**config.mk**
```make
export PLATFORM = sky130hd
export DESIGN_NAME = sevenseg_scan_ctrl
export DESIGN_NICKNAME = d
export VERILOG_FILES = /design/src/rtl/sevenseg_pkg.sv /design/src/rtl/sevenseg_decode.sv /design/src/rtl/sevenseg_scan_ctrl.sv
export SDC_FILE = /design/constraint.sdc
export NUM_CORES = 1
export LEC_CHECK = 0
export BUFFER_PORTS_ARGS = -buffer_cell sky130_fd_sc_hd__buf_2
export CAP_MARGIN = 40
export CORE_MARGIN = 4
export CORE_UTILIZATION = 62
export CTS_CLUSTER_DIAMETER = 200
export DETAILED_ROUTE_END_ITERATION = 8
export PLACE_DENSITY = 0.84
export SYNTH_ARGS = -nofsm -noshare
export SYNTH_HDL_FRONTEND = slang
export SYNTH_SLANG_ARGS = --single-unit
```
**constraint.sdc**
```tcl
create_clock -name clk -period 4 [get_ports clk]
set_clock_uncertainty 0.2 [all_clocks]
set_input_delay 0.2 -clock clk [delete_from_list [all_inputs] [get_ports clk]]
set_output_delay 0.2 -clock clk [all_outputs]
set_load 0.01 [all_outputs]
```
**src/rtl/sevenseg_pkg.sv**
```systemverilog
// Shared types and helpers for the seven-segment scan controller.
//   SEG_OFF / AN_OFF : idle pin levels (active-low bus, everything dark)
//   scan_state_e     : per-slot FSM states
//   disp_cfg_t       : one complete display setting (shadow and active copies)
//   hex2seg          : nibble -> lit-high segments {g,f,e,d,c,b,a}
package sevenseg_pkg;

  localparam logic [6:0] SEG_OFF = 7'h7F;
  localparam logic [3:0] AN_OFF  = 4'hF;

  typedef enum logic [0:0] {
    BLANK,
    SHOW
  } scan_state_e;

  typedef struct packed {
    logic [15:0] value;
    logic [3:0]  dp;
    logic [3:0]  en;
    logic        raw_mode;
    logic [27:0] raw;
  } disp_cfg_t;

  function automatic logic [6:0] hex2seg(input logic [3:0] nib);
    logic [6:0] s;
    s = 7'h00;
    unique case (nib)
      4'h0: s = 7'h3F;
      4'h1: s = 7'h06;
      4'h2: s = 7'h5B;
      4'h3: s = 7'h4F;
      4'h4: s = 7'h66;
      4'h5: s = 7'h6D;
      4'h6: s = 7'h7D;
      4'h7: s = 7'h07;
      4'h8: s = 7'h7F;
      4'h9: s = 7'h6F;
      4'hA: s = 7'h77;
      4'hB: s = 7'h7C;
      4'hC: s = 7'h39;
      4'hD: s = 7'h5E;
      4'hE: s = 7'h79;
      4'hF: s = 7'h71;
    endcase
    return s;
  endfunction

endpackage

```
**src/rtl/sevenseg_decode.sv**
```systemverilog
// Segment source select for the digit currently being scanned.
//   nibble_i   : hex nibble of the current digit
//   raw_i      : raw lit-high segments {g..a} of the current digit
//   raw_mode_i : 1 = pass raw_i, 0 = hex decode of nibble_i
//   seg_o      : lit-high segments {g..a}
module sevenseg_decode
  import sevenseg_pkg::*;
(
  input  logic [3:0] nibble_i,
  input  logic [6:0] raw_i,
  input  logic       raw_mode_i,
  output logic [6:0] seg_o
);

  assign seg_o = raw_mode_i ? raw_i : hex2seg(nibble_i);

endmodule

```
**src/rtl/sevenseg_scan_ctrl.sv**
```systemverilog
// Time-multiplexed driver for a shared 4-digit seven-segment bus.
// Each digit owns one slot of SLOT cycles: BLANK_CYCLES with all anodes off (ghosting guard),
// then the digit is driven. New settings land in a shadow copy and are only committed to the
// active copy on the last cycle of digit 3, so a frame never mixes old and new data.
//   clk, rst_n     : clock, synchronous active-low reset
//   load           : capture value_i/dp_i/en_i/raw_i/raw_mode into the shadow copy
//   value_i, dp_i  : hex nibbles (digit 0 in [3:0]) and decimal points, 1 = lit
//   en_i           : per-digit enable, 0 = dark for the whole slot
//   raw_mode,raw_i : raw segment mode and 7 lit-high bits {g..a} per digit
//   pending        : shadow holds data not yet committed
//   frame          : high on each commit cycle
//   seg, dp, an    : registered active-low pin outputs
module sevenseg_scan_ctrl
  import sevenseg_pkg::*;
#(
  parameter int unsigned CLK_HZ       = 100_000_000,
  parameter int unsigned SCAN_HZ      = 4_000,
  parameter int unsigned BLANK_CYCLES = 1_000
) (
  input  logic        clk,
  input  logic        rst_n,
  input  logic        load,
  input  logic [15:0] value_i,
  input  logic [3:0]  dp_i,
  input  logic [3:0]  en_i,
  input  logic        raw_mode,
  input  logic [27:0] raw_i,
  output logic        pending,
  output logic        frame,
  output logic [6:0]  seg,
  output logic        dp,
  output logic [3:0]  an
);

  localparam int unsigned SLOT   = CLK_HZ / SCAN_HZ;
  localparam int unsigned TICK_W = (SLOT > 1) ? $clog2(SLOT) : 1;
  localparam logic [TICK_W-1:0] TICK_LAST  = TICK_W'(SLOT - 1);
  localparam logic [TICK_W-1:0] BLANK_LAST = TICK_W'(BLANK_CYCLES - 1);

  logic [TICK_W-1:0] tick_q, tick_d;
  logic [1:0]        digit_q, digit_d;
  scan_state_e       state_q, state_d;
  logic              pending_q, pending_d;
  disp_cfg_t         shadow_q, shadow_d;
  disp_cfg_t         active_q, active_d;
  disp_cfg_t         cfg_in;
  logic [6:0]        seg_q, seg_d;
  logic              dp_q, dp_d;
  logic [3:0]        an_q, an_d;

  logic       slot_end;
  logic       commit;
  logic       show;
  logic [3:0] cur_nibble;
  logic [6:0] cur_raw;
  logic [6:0] cur_lit;

  assign cfg_in = '{value: value_i, dp: dp_i, en: en_i, raw_mode: raw_mode, raw: raw_i};

  assign slot_end = (tick_q == TICK_LAST);
  assign commit   = slot_end && (digit_q == 2'd3);

  // Counters and slot FSM
  always_comb begin
    tick_d  = slot_end ? '0 : tick_q + 1'b1;
    digit_d = slot_end ? digit_q + 2'd1 : digit_q;
    state_d = state_q;
    unique case (state_q)
      BLANK: if (tick_q == BLANK_LAST) state_d = SHOW;
      SHOW:  if (slot_end) state_d = BLANK;
      default: state_d = BLANK;
    endcase
  end

  // Shadow/active handling; a load on the commit cycle bypasses straight to active.
  always_comb begin
    shadow_d  = shadow_q;
    active_d  = active_q;
    pending_d = pending_q;
    if (load) begin
      shadow_d  = cfg_in;
      pending_d = 1'b1;
    end
    if (commit) begin
      if (load) begin
        active_d  = cfg_in;
        pending_d = 1'b0;
      end else if (pending_q) begin
        active_d  = shadow_q;
        pending_d = 1'b0;
      end
    end
  end

  assign cur_nibble = active_q.value[{digit_q, 2'b00} +: 4];
  assign cur_raw    = active_q.raw[7 * digit_q +: 7];

  sevenseg_decode u_decode (
    .nibble_i   (cur_nibble),
    .raw_i      (cur_raw),
    .raw_mode_i (active_q.raw_mode),
    .seg_o      (cur_lit)
  );

  // Pin next-state; a disabled digit keeps the bus dark but still uses its slot.
  always_comb begin
    show = (state_q == SHOW) && active_q.en[digit_q];
    an_d  = AN_OFF;
    seg_d = SEG_OFF;
    dp_d  = 1'b1;
    if (show) begin
      an_d  = ~(4'b0001 << digit_q);
      seg_d = ~cur_lit;
      dp_d  = ~active_q.dp[digit_q];
    end
  end

  always_ff @(posedge clk) begin
    if (!rst_n) begin
      tick_q    <= '0;
      digit_q   <= 2'd0;
      state_q   <= BLANK;
      pending_q <= 1'b0;
      shadow_q  <= '0;
      active_q  <= '0;
      seg_q     <= SEG_OFF;
      dp_q      <= 1'b1;
      an_q      <= AN_OFF;
    end else begin
      tick_q    <= tick_d;
      digit_q   <= digit_d;
      state_q   <= state_d;
      pending_q <= pending_d;
      shadow_q  <= shadow_d;
      active_q  <= active_d;
      seg_q     <= seg_d;
      dp_q      <= dp_d;
      an_q      <= an_d;
    end
  end

  assign pending = pending_q;
  assign frame   = commit;
  assign seg     = seg_q;
  assign dp      = dp_q;
  assign an      = an_q;

endmodule

```
# Word-level counts from Yosys, hierarchy flattened
# Memories as Yosys holds them, arrays and structs flattened.
# Index checks and enable logic that the tools add are counted.
[op_classes]
n_addsub = 2
n_mul = 1
order_cmp = 1
eq_ne = 3
n_shift = 3
n_mux = 14
bitwise = 5
reduce_logical = 6
[ops]
columns = ["cell", "n"]
rows = [
  ["$mux W53", 2],
  ["$shiftx A28 B6 Y7", 1],
  ["$shiftx A16 B5 Y4", 1],
  ["$add A15 B1 Y15 const B", 1],
  ["$eq A15 B10 Y1 const B", 1],
  ["$eq A15 B15 Y1 const B", 1],
  ["$mux W1", 8],
  ["$mux W7", 1],
  ["$not A7 Y7", 1],
  ["$mul A3 B2 Y5 const A", 1],
  ["$bmux W1 S2", 2],
  ["$not A4 Y4", 1],
  ["$reduce_and A2 Y1", 2],
  ["$shl A1 B2 Y4 const A", 1],
  ["$lt A2 B3 Y1 const B", 1],
  ["$not A1 Y1", 3],
  ["$add A2 B1 Y2 const B", 1],
  ["$eq A2 B2 Y1 const B", 1],
  ["$logic_and A1 B1 Y1", 2],
  ["$pmux W1 S2", 1],
  ["$reduce_bool A2 Y1", 1],
  ["$reduce_or A2 Y1", 1],
]
[totals]
reg_bits = 137
rom_bits = 112
inputBits = 56
out_inout_bits = 14
word_cells = 53
memories = 1
[mem_list]
columns = ["name", "words", "width", "rd", "rd_clocked_by_memory_dff", "write_ports", "line", "source"]
rows = [
  ["(no name shown)", 16, 7, 1, 0, 0, "sevenseg_pkg.sv:27", "unique case (nib)"],
]

# Longest topological paths before layout
# Gate-level depths: netlist of run 1.
[logic_depth]
depth_word = 4
depth_mapped = 8

# By module
# Synthesis of run 1 repeated with hierarchy kept, for this count alone.
[hier_totals]
cells_unflattened = 536
area_unflattened_um2 = 6120.9
[modules_own_cells]
columns = ["module", "instances", "cells_per_inst", "area_each_um2", "seq_area_each_um2"]
rows = [
  ["sevenseg_scan_ctrl", 1, 486, 5765.5, 2742.6],
  ["sevenseg_decode", 1, 50, 355.3, 0.0],
]

# Worst setup path before layout of run 1
# OpenSTA, ideal clock, no wires.
[synth_path]
path_kind = "register to register"
from = "register digit_q[0]"
to = "register seg_q[4], in the netlist seg[4]"
arrival_ns = 1.982
required_ns = 3.667
path_slack_ns = 1.686
stages_incl_launch_ff = 9
path_buffers = 1
period_less_slack_ns = 2.314
path_cell_list = "dfxtp_1 buf_2 mux4_2 inv_1 ha_1 inv_1 mux2_1 a211oi_1 o21ai_1"
[synth_via]
elab_chain_cells = 4
[synth_rtl]
columns = ["item", "line", "source"]
rows = [
  ["start, declared", "sevenseg_scan_ctrl.sv:41", "logic [1:0] digit_q, digit_d;"],
  ["start signal, assigned", "sevenseg_scan_ctrl.sv:131", "digit_q <= digit_d;"],
  ["$mul A3 B2 Y5 (tied with other cells)", "sevenseg_scan_ctrl.sv:96", "assign cur_raw = active_q.raw[7 * digit_q +: 7];"],
  ["$shiftx A28 B6 Y7 (tied with other cells)", "sevenseg_scan_ctrl.sv:96", ""],
  ["$mux W7 or $logic_and A1 B1 Y1 (tied branches)", "sevenseg_decode.sv:15, sevenseg_scan_ctrl.sv:107", ""],
  ["$not A7 Y7 or $reduce_and A2 Y1 (tied branches)", "-", ""],
  ["end signal, assigned", "sevenseg_scan_ctrl.sv:136", "seg_q <= seg_d;"],
  ["end, declared", "sevenseg_scan_ctrl.sv:47", "logic [6:0] seg_q, seg_d;"],
]
# Several ways; a longest one is shown, not always the timed one. The select of a mux whose other input is x is not followed.
# A chain may end at the register's enable or synchronous reset.

# Worst setup path after layout of run 1
[layout_path]
from = "register tick_q[2]"
to = "output frame"
[layout_via]
elab_chain_cells = 2
[layout_rtl]
columns = ["item", "line", "source"]
rows = [
  ["start, declared", "sevenseg_scan_ctrl.sv:40", "logic [TICK_W-1:0] tick_q, tick_d;"],
  ["start signal, assigned", "sevenseg_scan_ctrl.sv:130", "tick_q <= tick_d;"],
  ["$eq A15 B15 Y1", "sevenseg_scan_ctrl.sv:60", "assign slot_end = (tick_q == TICK_LAST);"],
  ["$logic_and A1 B1 Y1", "sevenseg_scan_ctrl.sv:61", "assign commit = slot_end && (digit_q == 2'd3);"],
  ["end, declared", "sevenseg_scan_ctrl.sv:29", "output logic frame,"],
]
# No other way between the ends.

==> impl_metrics.env, run 1 <==
export IMPL_antenna_found_initial=0
export IMPL_critical_path_max_fanout=57
export IMPL_synth_cells=543
export IMPL_fmax_ghz=0.3237
export IMPL_syn_to_final_growth_pct=24.89
export IMPL_yosysSeqAreaShare_pct=47.20
export IMPL_synth_nets=610
export IMPL_yosysWarnings=0
export IMPL_ant_nets=0
export IMPL_cp_num_buf_inv=2
export IMPL_placed_area_sq_um=6131
export IMPL_filler_cell_count=563
export IMPL_portBuffers=69
export IMPL_grt_pass1_wl_um=22790
export IMPL_fin_crit_ps=3089
export IMPL_dp_cells=687
export IMPL_drt_wl_total_um=13670
export IMPL_final_cell_count_no_fill=777
export IMPL_rows=35
export IMPL_die_height_um=104.8
export IMPL_max_stage_delay_ps=540
export IMPL_path_class="register to output pin"
export IMPL_io_pins=70
export IMPL_nets=720
export IMPL_drive_gt1_share_pct=18.32
export IMPL_cts_made_buffers=17
export IMPL_required_ps=3600
export IMPL_outcome="finished clean"
export IMPL_finalMaxSlewViolations=0
export IMPL_rsz0062_at_grt="false"
export IMPL_clk_pin_slew_worst_paths_ps=60
export IMPL_end_kind="output pin"
export IMPL_cp_start_kind="register"
export IMPL_clockRootBuffer="clkbuf_8"
export IMPL_hold_viol_final=0
export IMPL_numClockSinks=137
export IMPL_ir_worst_vdd_mv=0.2675
export IMPL_clk_latency_ps=530
export IMPL_syn_area_sq_um=5811
export IMPL_cts_resized=0
export IMPL_die_w_um=104.8
export IMPL_grt_met2_usage_pct=42.80
export IMPL_critical_path_top_delay_family="simple AND/OR/NAND/NOR gates"
export IMPL_grt_usage_pct=25.53
export IMPL_period_share_pct=77.23
export IMPL_multi_input_area_sq_um=2795
export IMPL_wire_per_inst_um=17.60
export IMPL_drt_pass1_iterations=5
export IMPL_grt_use_met1_pct=32.76
export IMPL_cts_tree="built"
export IMPL_path_cells="or4b_1 > nor4_4 > buf_4 > and2_1 > buf_2"
export IMPL_setup_violations_final=0
export IMPL_grtUsageMet3_pct=6.485
export IMPL_holdWs_ps=8.007
export IMPL_tns_ps=0
export IMPL_synth_distinct_cells=40
export IMPL_grt_overflow=0
export IMPL_ys_ff_latch=137
export IMPL_maxCapViolCount=0
export IMPL_min_path_type="primary input to register"
export IMPL_start_util_pct=63.18
export IMPL_die_area_sq_um=10990
export IMPL_final_area_sq_um=7257
export IMPL_first_iter_violations=260
export IMPL_dp_hpwl_um=7962
export IMPL_cp_slowest_cell="buf_4"
export IMPL_via_per_inst=5.813
export IMPL_slew_headroom_pct=40.17
export IMPL_first_global_vias=4639
export IMPL_htreeDepth=4
export IMPL_diodes=0
export IMPL_drc_errors=0
export IMPL_clockBufferDepth=2
export IMPL_leakage_nw=3.498
export IMPL_grt_max_degree=58
export IMPL_vias=4517
export IMPL_cp_data_arrival_time_ps=2690
export IMPL_core_sq_um=9196
export IMPL_gp_congestion=0.8558
export IMPL_powerDensity_nw_per_um2=417.6
export IMPL_tightestPinTransition_ps=897.5
export IMPL_synth_avg_cell_area_sq_um=10.70
export IMPL_grt_busiest_layer="met2"
export IMPL_regArea_sq_um=2743
==> path summary, 6_finish.rpt <==
check / startpoint / end / slack (ps) / cells past startpoint
max: tick_q[2] / frame / 910 / 5
min: rst_n / shadow_q[12] / 8 / 2
min reg2reg: tick_q[0] / tick_q[0] / 280 / 1
max reg2reg: tick_q[2] / tick_q[6] / 1180 / 5
==> layout by cell type (no fill, tap or decap), drive strengths merged, types with 6 or more instances in the layout <==
master / instances
and2: 6
buf: 78
clkbuf: 18
clkinvlp: 7
dfxtp: 137
dlygate4sd3: 58
ha: 11
inv: 12
mux2i: 55
mux4: 12
nand2: 16
nand2b: 6
nand3: 59
nor2: 19
nor2b: 57
o211a: 54
o21ai: 6
xnor2: 10
==> Yosys cell counts <==
library cell | instances | area share (%)
or3_1 | 1 | 0.11
mux4_2 | 12 | 4.7
nor4_2 | 1 | 0.22
o21ai_1 | 3 | 0.26
nor2_1 | 19 | 1.2
o31ai_1 | 2 | 0.26
mux2_1 | 3 | 0.58
o211a_1 | 54 | 9.3
mux2i_1 | 55 | 9.5
nand3_1 | 59 | 5.1
or4_1 | 2 | 0.26
inv_1 | 11 | 0.71
a221oi_1 | 1 | 0.15
nand3b_1 | 1 | 0.13
and3b_1 | 2 | 0.30
or4bb_1 | 2 | 0.39
buf_6 | 5 | 0.97
a21oi_1 | 2 | 0.17
o21a_1 | 1 | 0.13
a211oi_1 | 4 | 0.52
dfxtp_1 | 137 | 47
nor4_1 | 4 | 0.43
nor3_1 | 2 | 0.17
o311ai_1 | 1 | 0.15
buf_2 | 9 | 0.78
o31a_1 | 1 | 0.15
o21ai_0 | 3 | 0.26
ha_1 | 11 | 2.4
xor2_1 | 2 | 0.30
and2_1 | 6 | 0.65
nand2b_1 | 6 | 0.65
o2111ai_1 | 1 | 0.15
xnor2_1 | 10 | 1.5
buf_4 | 6 | 0.78
nand4bb_1 | 1 | 0.19
clkbuf_1 | 25 | 1.6
nor2b_1 | 57 | 6.1
nand4_1 | 4 | 0.43
nand2_1 | 16 | 1.0
or4b_1 | 1 | 0.17
==> area by class of cell <==
class	count	share of cell area [%]
multi-input cells	350	38.52
flip-flops and latches	137	37.79
clock buffers	18	5.759
inverters	11	0.5690
clock inverters	14	1.759
repair buffers	136	13.69
well taps	111	1.914
==> sequential cells by signal, summed over array words and instances, names as in the netlist, 2 cells and up <==
name / cells
tick_q: 15
shadow_q: 53
seg: 7
active_q: 53
an: 4
digit_q: 2
==> cells by family after synthesis <==
kind of cell	after synthesis	share of synthesized area, %
simple gates	184	17.57
compound gates	73	11.50
buf+inv	56	4.845
fa+ha+maj	11	2.369
mux	70	14.71
xor+xnor	12	1.809
flops	137	47.20
==> what timing repair did <==
item / 4_1_cts / 5_1_grt
setup buffers: 0 / 0
hold buffers: 58 / 0
hold endpoints to repair: 106 / 0
==> per-layer routing <==
layer	wire length, um	share of wire (%)	vias up
met5	0	0	-
met4	209	1.5	0
met3	652	4.8	21
met2	6865	50	133
met1	5946	43	2205
li1	-	-	2158
==> through the flow <==
step | power, mW | utilization (%) | setup slack (ps)
after floorplan | 1.531 | - | 1686
after global placement | 1.578 | 66.67 | 1329
after detailed placement | 1.584 | 66.67 | 1222
after CTS | 3.031 | 78.91 | 913.1
after global routing | 3.128 | 78.91 | 776.0
final | 3.030 | 78.91 | 911.0
==> report_power, final <==
part,total (mW),internal [mW],switching (mW)
combinational,0.192,0.103,0.0891
sequential,1.41,1.40,0.0126
clock,1.43,0.824,0.602
total,3.03,2.33,0.704
Note: power is estimated with default switching activity, not from simulation.
==> run 2: changes to the inputs <==
--- a/config.mk
+++ b/config.mk
@@ -8,10 +8,10 @@
 export BUFFER_PORTS_ARGS = -buffer_cell sky130_fd_sc_hd__buf_2
 export CAP_MARGIN = 40
 export CORE_MARGIN = 4
-export CORE_UTILIZATION = 62
+export CORE_UTILIZATION = 58
 export CTS_CLUSTER_DIAMETER = 200
 export DETAILED_ROUTE_END_ITERATION = 8
-export PLACE_DENSITY = 0.84
+export PLACE_DENSITY = 0.8
 export SYNTH_ARGS = -nofsm -noshare
 export SYNTH_HDL_FRONTEND = slang
 export SYNTH_SLANG_ARGS = --single-unit
==> constraint.sdc (replaced) <==
create_clock -name clk -period 3.03 [get_ports clk]
set_clock_uncertainty 0.2 [all_clocks]
set_input_delay 0.1515 -clock clk [delete_from_list [all_inputs] [get_ports clk]]
set_output_delay 0.1515 -clock clk [all_outputs]
set_load 0.01 [all_outputs]
==> run 2 against run 1 <==
Net effect:
- register-to-register slack worse by 500 ps
- cell count increased by 4.2%
- core utilization decreased by 2.7 points
- combinational power up 38%
- worst setup slack lost 690 ps
- hold slack improved by 140 ps
- critical endpoint unchanged
- count of clock-buffer cells in the layout grew 3
- first-iteration DRC count up 1.5%
- die area grew 6.4%
- routed wire length fell by 1.5%
==> impl_metrics.env, run 2 (synthesis results as in run 1) <==
export IMPL_rows=36
export IMPL_drt_pass1_iterations=6
export IMPL_power_frac_comb_pct=6.3
export IMPL_startpoint="tick_q[3]"
export IMPL_clk_pin_slew_worst_paths_ps=60
export IMPL_min_path_cells=4
export IMPL_cts_made_buffers=17
export IMPL_setup_violations_final=0
export IMPL_cts_tree="built"
export IMPL_cp_slowest_cell="or4b_1"
export IMPL_first_iter_violations=264
export IMPL_wire_per_inst_um=16.63
export IMPL_syn_to_final_growth_pct=28.21
export IMPL_cp_start_kind="register"
export IMPL_internal_power_mw=3.285
export IMPL_start_util_pct=59.45
export IMPL_die_w_um=108.1
export IMPL_end_kind="output pin"
export IMPL_via_per_inst=5.578
export IMPL_leakage_nw=3.593
export IMPL_gp_congestion=0.8265
export IMPL_antenna_found_initial=0
export IMPL_path_class="register to output pin"
export IMPL_critical_path_max_fanout=21
export IMPL_finalMaxSlewViolations=0
export IMPL_required_ps=2680
export IMPL_grt_max_degree=68
export IMPL_p_seq_share_pct=44.5
export IMPL_die_height_um=108.1
export IMPL_multi_input_area_sq_um=2795
export IMPL_fmax_ghz=0.3556
export IMPL_io_pins=70
export IMPL_path_cells="or4b_1 > nor4_4 > buf_4 > and2_1 > buf_2"
export IMPL_holdWs_ps=144.7
export IMPL_placed_area_sq_um=6193
export IMPL_drive_gt1_share_pct=18.32
export IMPL_tightestPinTransition_ps=595.3
export IMPL_rsz0062_at_grt="false"
export IMPL_clockBufferDepth=2
export IMPL_dp_hpwl_um=7992
export IMPL_htreeDepth=4
export IMPL_grt_pass1_wl_um=22190
export IMPL_drc_errors=0
export IMPL_vias=4518
export IMPL_reg_top3="active_q x53, shadow_q x53, tick_q x15"
export IMPL_postCtsSetupRepairBufs=0
export IMPL_grt_overflow=0
export IMPL_min_from="load"
export IMPL_outcome="finished clean"
export IMPL_r2r_start="tick_q[3]"
export IMPL_period_share_pct=92.80
export IMPL_clk_latency_ps=530
export IMPL_grt_usage_pct=24.50
export IMPL_clkPwrFrac_pct=49.2
export IMPL_numClockSinks=137
export IMPL_drt_wl_total_um=13470
export IMPL_power_switching_mw=0.9043
export IMPL_regArea_sq_um=2743
export IMPL_clockRootBuffer="clkbuf_8"
export IMPL_nets=731
export IMPL_die_area_sq_um=11680
export IMPL_slew_headroom_pct=60.31
export IMPL_diodes=0
export IMPL_filler_cell_count=614
export IMPL_ant_nets=0
export IMPL_powerDensity_nw_per_um2=562.4
export IMPL_r2r_cells=5
export IMPL_portBuffers=69
export IMPL_max_stage_delay_ps=600
export IMPL_cp_data_arrival_time_ps=2460
export IMPL_final_area_sq_um=7450
export IMPL_first_global_vias=4528
export IMPL_min_path_type="primary input to register"
export IMPL_ir_worst_vdd_mv=0.3694
export IMPL_layout_commonest_cell="dfxtp_1"
export IMPL_tns_ps=0
export IMPL_switching_share_pct=21.58
export IMPL_layout_common_cells="dfxtp_1, buf_2, dlygate4sd3_1"
export IMPL_maxCapViolCount=0
export IMPL_totalPowerFinal_mw=4.190
export IMPL_hold_viol_final=0
export IMPL_core_sq_um=9774
export IMPL_fin_crit_ps=2812
## run 2: path summary, 6_finish.rpt
check / to / slack [ps]
worst min register to register: tick_q[0] / 260
worst max register to register: active_q[10] / 680
worst min-delay path: shadow_q[36] / 140
worst max-delay path: frame / 220
## run 2: final cells by class
cell class	count	share of cell area, %
Multi-Input combinational cell	350	37.52
Sequential cell	137	36.82
Timing Repair Buffer	147	14.88
Clock buffer	21	6.030
Tap cell	133	2.234
Clock inverter	11	1.965
Inverter	11	0.5542
## run 2: power groups by stage
stage | combinational, mW | clock [mW] | sequential [mW]
floorplan | 0.124 | 0 | 1.90
global placement | 0.186 | 0 | 1.90
detailed placement | 0.192 | 0 | 1.90
CTS | 0.259 | 2.07 | 1.86
global route | 0.289 | 2.16 | 1.87
finish | 0.265 | 2.06 | 1.86
## run 2: timing repair
item | CTS | global route
hold buffers | 66 | 0
hold endpoints to repair | 107 | 0
gates resized for setup | 0 | 0
## run 2: metrics by stage
stage | util, % | setup WS (ps) | cells
2_1_floorplan | - | 715.9 | 543
6_report | 76.22 | 218.1 | 810
3_5_place_dp | 63.36 | 668.2 | 712
3_3_place_gp | 63.36 | 707.1 | 712
4_1_cts | 76.22 | 211.5 | 810
5_1_grt | 76.22 | 61.43 | 810
## run 2: critical path: cells and delay by family (launching register included)
| family | cells | cell delay, ps |
|---|---|---|
| AND/OR/NAND/NOR | 3 | 1140 |
| buffers and inverters | 2 | 440 |
| flip-flops | 1 | 340 |
## run 2: routing by layer
| layer | up-vias | routed length (um) | part of all wire (%) | track usage (%) |
|---|---|---|---|---|
| met1 | 2171 | 5943 | 44 | 30.09 |
| li1 | 2183 | - | - | - |
| met5 | - | 0 | 0 | 0 |
| met3 | 34 | 644 | 4.8 | 7.104 |
| met2 | 130 | 6510 | 48 | 40.01 |
| met4 | 0 | 368 | 2.7 | 11.00 |
==> run 3: changes to the inputs <==
--- a/config.mk
+++ b/config.mk
@@ -7,6 +7,7 @@
 export LEC_CHECK = 0
 export BUFFER_PORTS_ARGS = -buffer_cell sky130_fd_sc_hd__buf_2
 export CAP_MARGIN = 40
+export CORE_ASPECT_RATIO = 1.25
 export CORE_MARGIN = 4
 export CORE_UTILIZATION = 58
 export CTS_CLUSTER_DIAMETER = 200
==> run 3 against run 2 <==
Net effect:
- sequential power about the same
- largest power group unchanged
- power is 2.7% higher
- highest routed layer unchanged
- routed wire length is 4.9% lower
- non-clock buffer count down 17
- largest cell class unchanged
- critical path type unchanged
==> impl_metrics.env, run 3 (synthesis results as in run 1) <==
export IMPL_min_path_cells=2
export IMPL_drt_wl_total_um=12810
export IMPL_core_sq_um=9709
export IMPL_totalPowerFinal_mw=4.305
export IMPL_end_kind="output pin"
export IMPL_diodes=0
export IMPL_rows=40
export IMPL_tightestPinTransition_ps=666.1
export IMPL_hold_viol_final=0
export IMPL_vias=4383
export IMPL_p_seq_share_pct=43.3
export IMPL_clockRootBuffer="clkbuf_16"
export IMPL_die_height_um=119.9
export IMPL_first_iter_violations=259
export IMPL_drive_gt1_share_pct=17.88
export IMPL_start_util_pct=59.85
export IMPL_io_pins=70
export IMPL_powerDensity_nw_per_um2=587.5
export IMPL_layout_commonest_cell="dfxtp_1"
export IMPL_critical_path_max_fanout=56
export IMPL_ctsHoldBuffers=53
export IMPL_clockBufferDepth=2
export IMPL_via_per_inst=5.576
export IMPL_clk_pin_slew_worst_paths_ps=60
export IMPL_grt_max_degree=70
export IMPL_leakage_nw=3.534
export IMPL_clkPwrFrac_pct=51.1
export IMPL_outcome="finished clean"
export IMPL_setup_violations_final=0
export IMPL_required_ps=2680
export IMPL_ant_nets=0
export IMPL_path_cells="or4b_1 > nor4_4 > buf_12 > and2_1 > buf_2"
export IMPL_htreeDepth=4
export IMPL_maxCapViolCount=0
export IMPL_cts_made_buffers=17
export IMPL_first_global_vias=4421
export IMPL_r2r_slack_ps=530
export IMPL_syn_to_final_growth_pct=26.10
export IMPL_finalMaxSlewViolations=0
export IMPL_tns_ps=0
export IMPL_min_path_type="primary input to register"
export IMPL_path_class="register to output pin"
export IMPL_die_area_sq_um=11690
export IMPL_grt_overflow=0
export IMPL_portBuffers=69
export IMPL_cp_data_arrival_time_ps=2370
export IMPL_power_switching_mw=0.8494
export IMPL_clk_latency_ps=410
export IMPL_drc_errors=0
export IMPL_nets=714
export IMPL_rsz0062_at_grt="false"
export IMPL_dp_hpwl_um=7806
export IMPL_fin_crit_ps=2720
export IMPL_ir_worst_vdd_mv=0.3748
export IMPL_numClockSinks=137
export IMPL_wire_per_inst_um=16.30
export IMPL_switching_share_pct=19.73
export IMPL_fmax_ghz=0.3676
export IMPL_cts_tree="built"
export IMPL_gp_congestion=0.8907
export IMPL_layout_common_cells="dfxtp_1, buf_2, nand3_1"
export IMPL_internal_power_mw=3.455
export IMPL_reg_top3="active_q x53, shadow_q x53, tick_q x15"
export IMPL_grt_usage_pct=22.92
export IMPL_cp_start_kind="register"
export IMPL_grt_pass1_wl_um=21400
export IMPL_cp_slowest_cell="or4b_1"
export IMPL_drt_pass1_iterations=4
export IMPL_cts_resized=0
export IMPL_slew_headroom_pct=55.59
export IMPL_period_share_pct=89.78
export IMPL_antenna_found_initial=0
export IMPL_r2r_cells=5
export IMPL_max_stage_delay_ps=590
export IMPL_die_w_um=97.53
export IMPL_power_frac_comb_pct=5.7
export IMPL_postCtsSetupRepairBufs=0
==> run 3: changes by cell type in the layout (fill, tap and decap cells not counted), moves of 2 or more <==
cell	change
clkinv_2	+2
clkbuf_1	+3
clkbuf_8	-2
bufinv_16	+2
dlygate4sd3_1	-13
buf_4	-5
clkinvlp_4	-5
==> run 3: power by group through the flow <==
stage | clock [mW] | combinational, mW | sequential (mW)
floorplan | 0 | 0.124 | 1.90
global placement | 0 | 0.181 | 1.90
detailed placement | 0 | 0.188 | 1.90
CTS | 2.23 | 0.241 | 1.86
global route | 2.32 | 0.267 | 1.87
finish | 2.20 | 0.244 | 1.86
==> run 3: through the flow <==
stage                     cells  setup WS [ps]  area [sq um]  hold slack [ps]  util [%]
final                       786          309.7          7327            112.0     75.46
after global routing        786          189.6          7327            135.7     75.46
after CTS                   786          308.8          7327            108.0     75.46
after detailed placement    701          588.0          6168            247.2     63.53
after global placement      701          600.2          6168            239.8     63.53
after floorplan             543          715.9          5811            141.1         -
==> run 3: worst paths after layout <==
| kind | startpoint | end |
|---|---|---|
| max reg2reg | tick_q[11] | active_q[5] |
| min | rst_n | active_q[22] |
| min reg2reg | tick_q[0] | tick_q[0] |
| max | tick_q[11] | frame |
==> run 3: final cells by class <==
type                       instances  area [sq um]
clock buffer                      23         457.9
clock inverter                     9         170.2
fill                             643          2382
inverter                          11         41.29
multi-input combinational        350          2796
sequential                       137          2743
tap                              126         157.7
timing repair buffer             130         960.9
==> run 3: worst max-delay path, delay by kind of cell, from the launching register on <==
family	cells	cell delay (ps)
simple gates	3	1150
buf+inv	2	420
flops	1	360
==> run 3: routing by layer <==
layer	routed length, um	global-route usage (%)	vias up
met5	0	0	-
met3	688	6.919	19
met2	6339	37.95	125
met4	178	7.965	0
met1	5603	28.42	2092
li1	-	-	2147
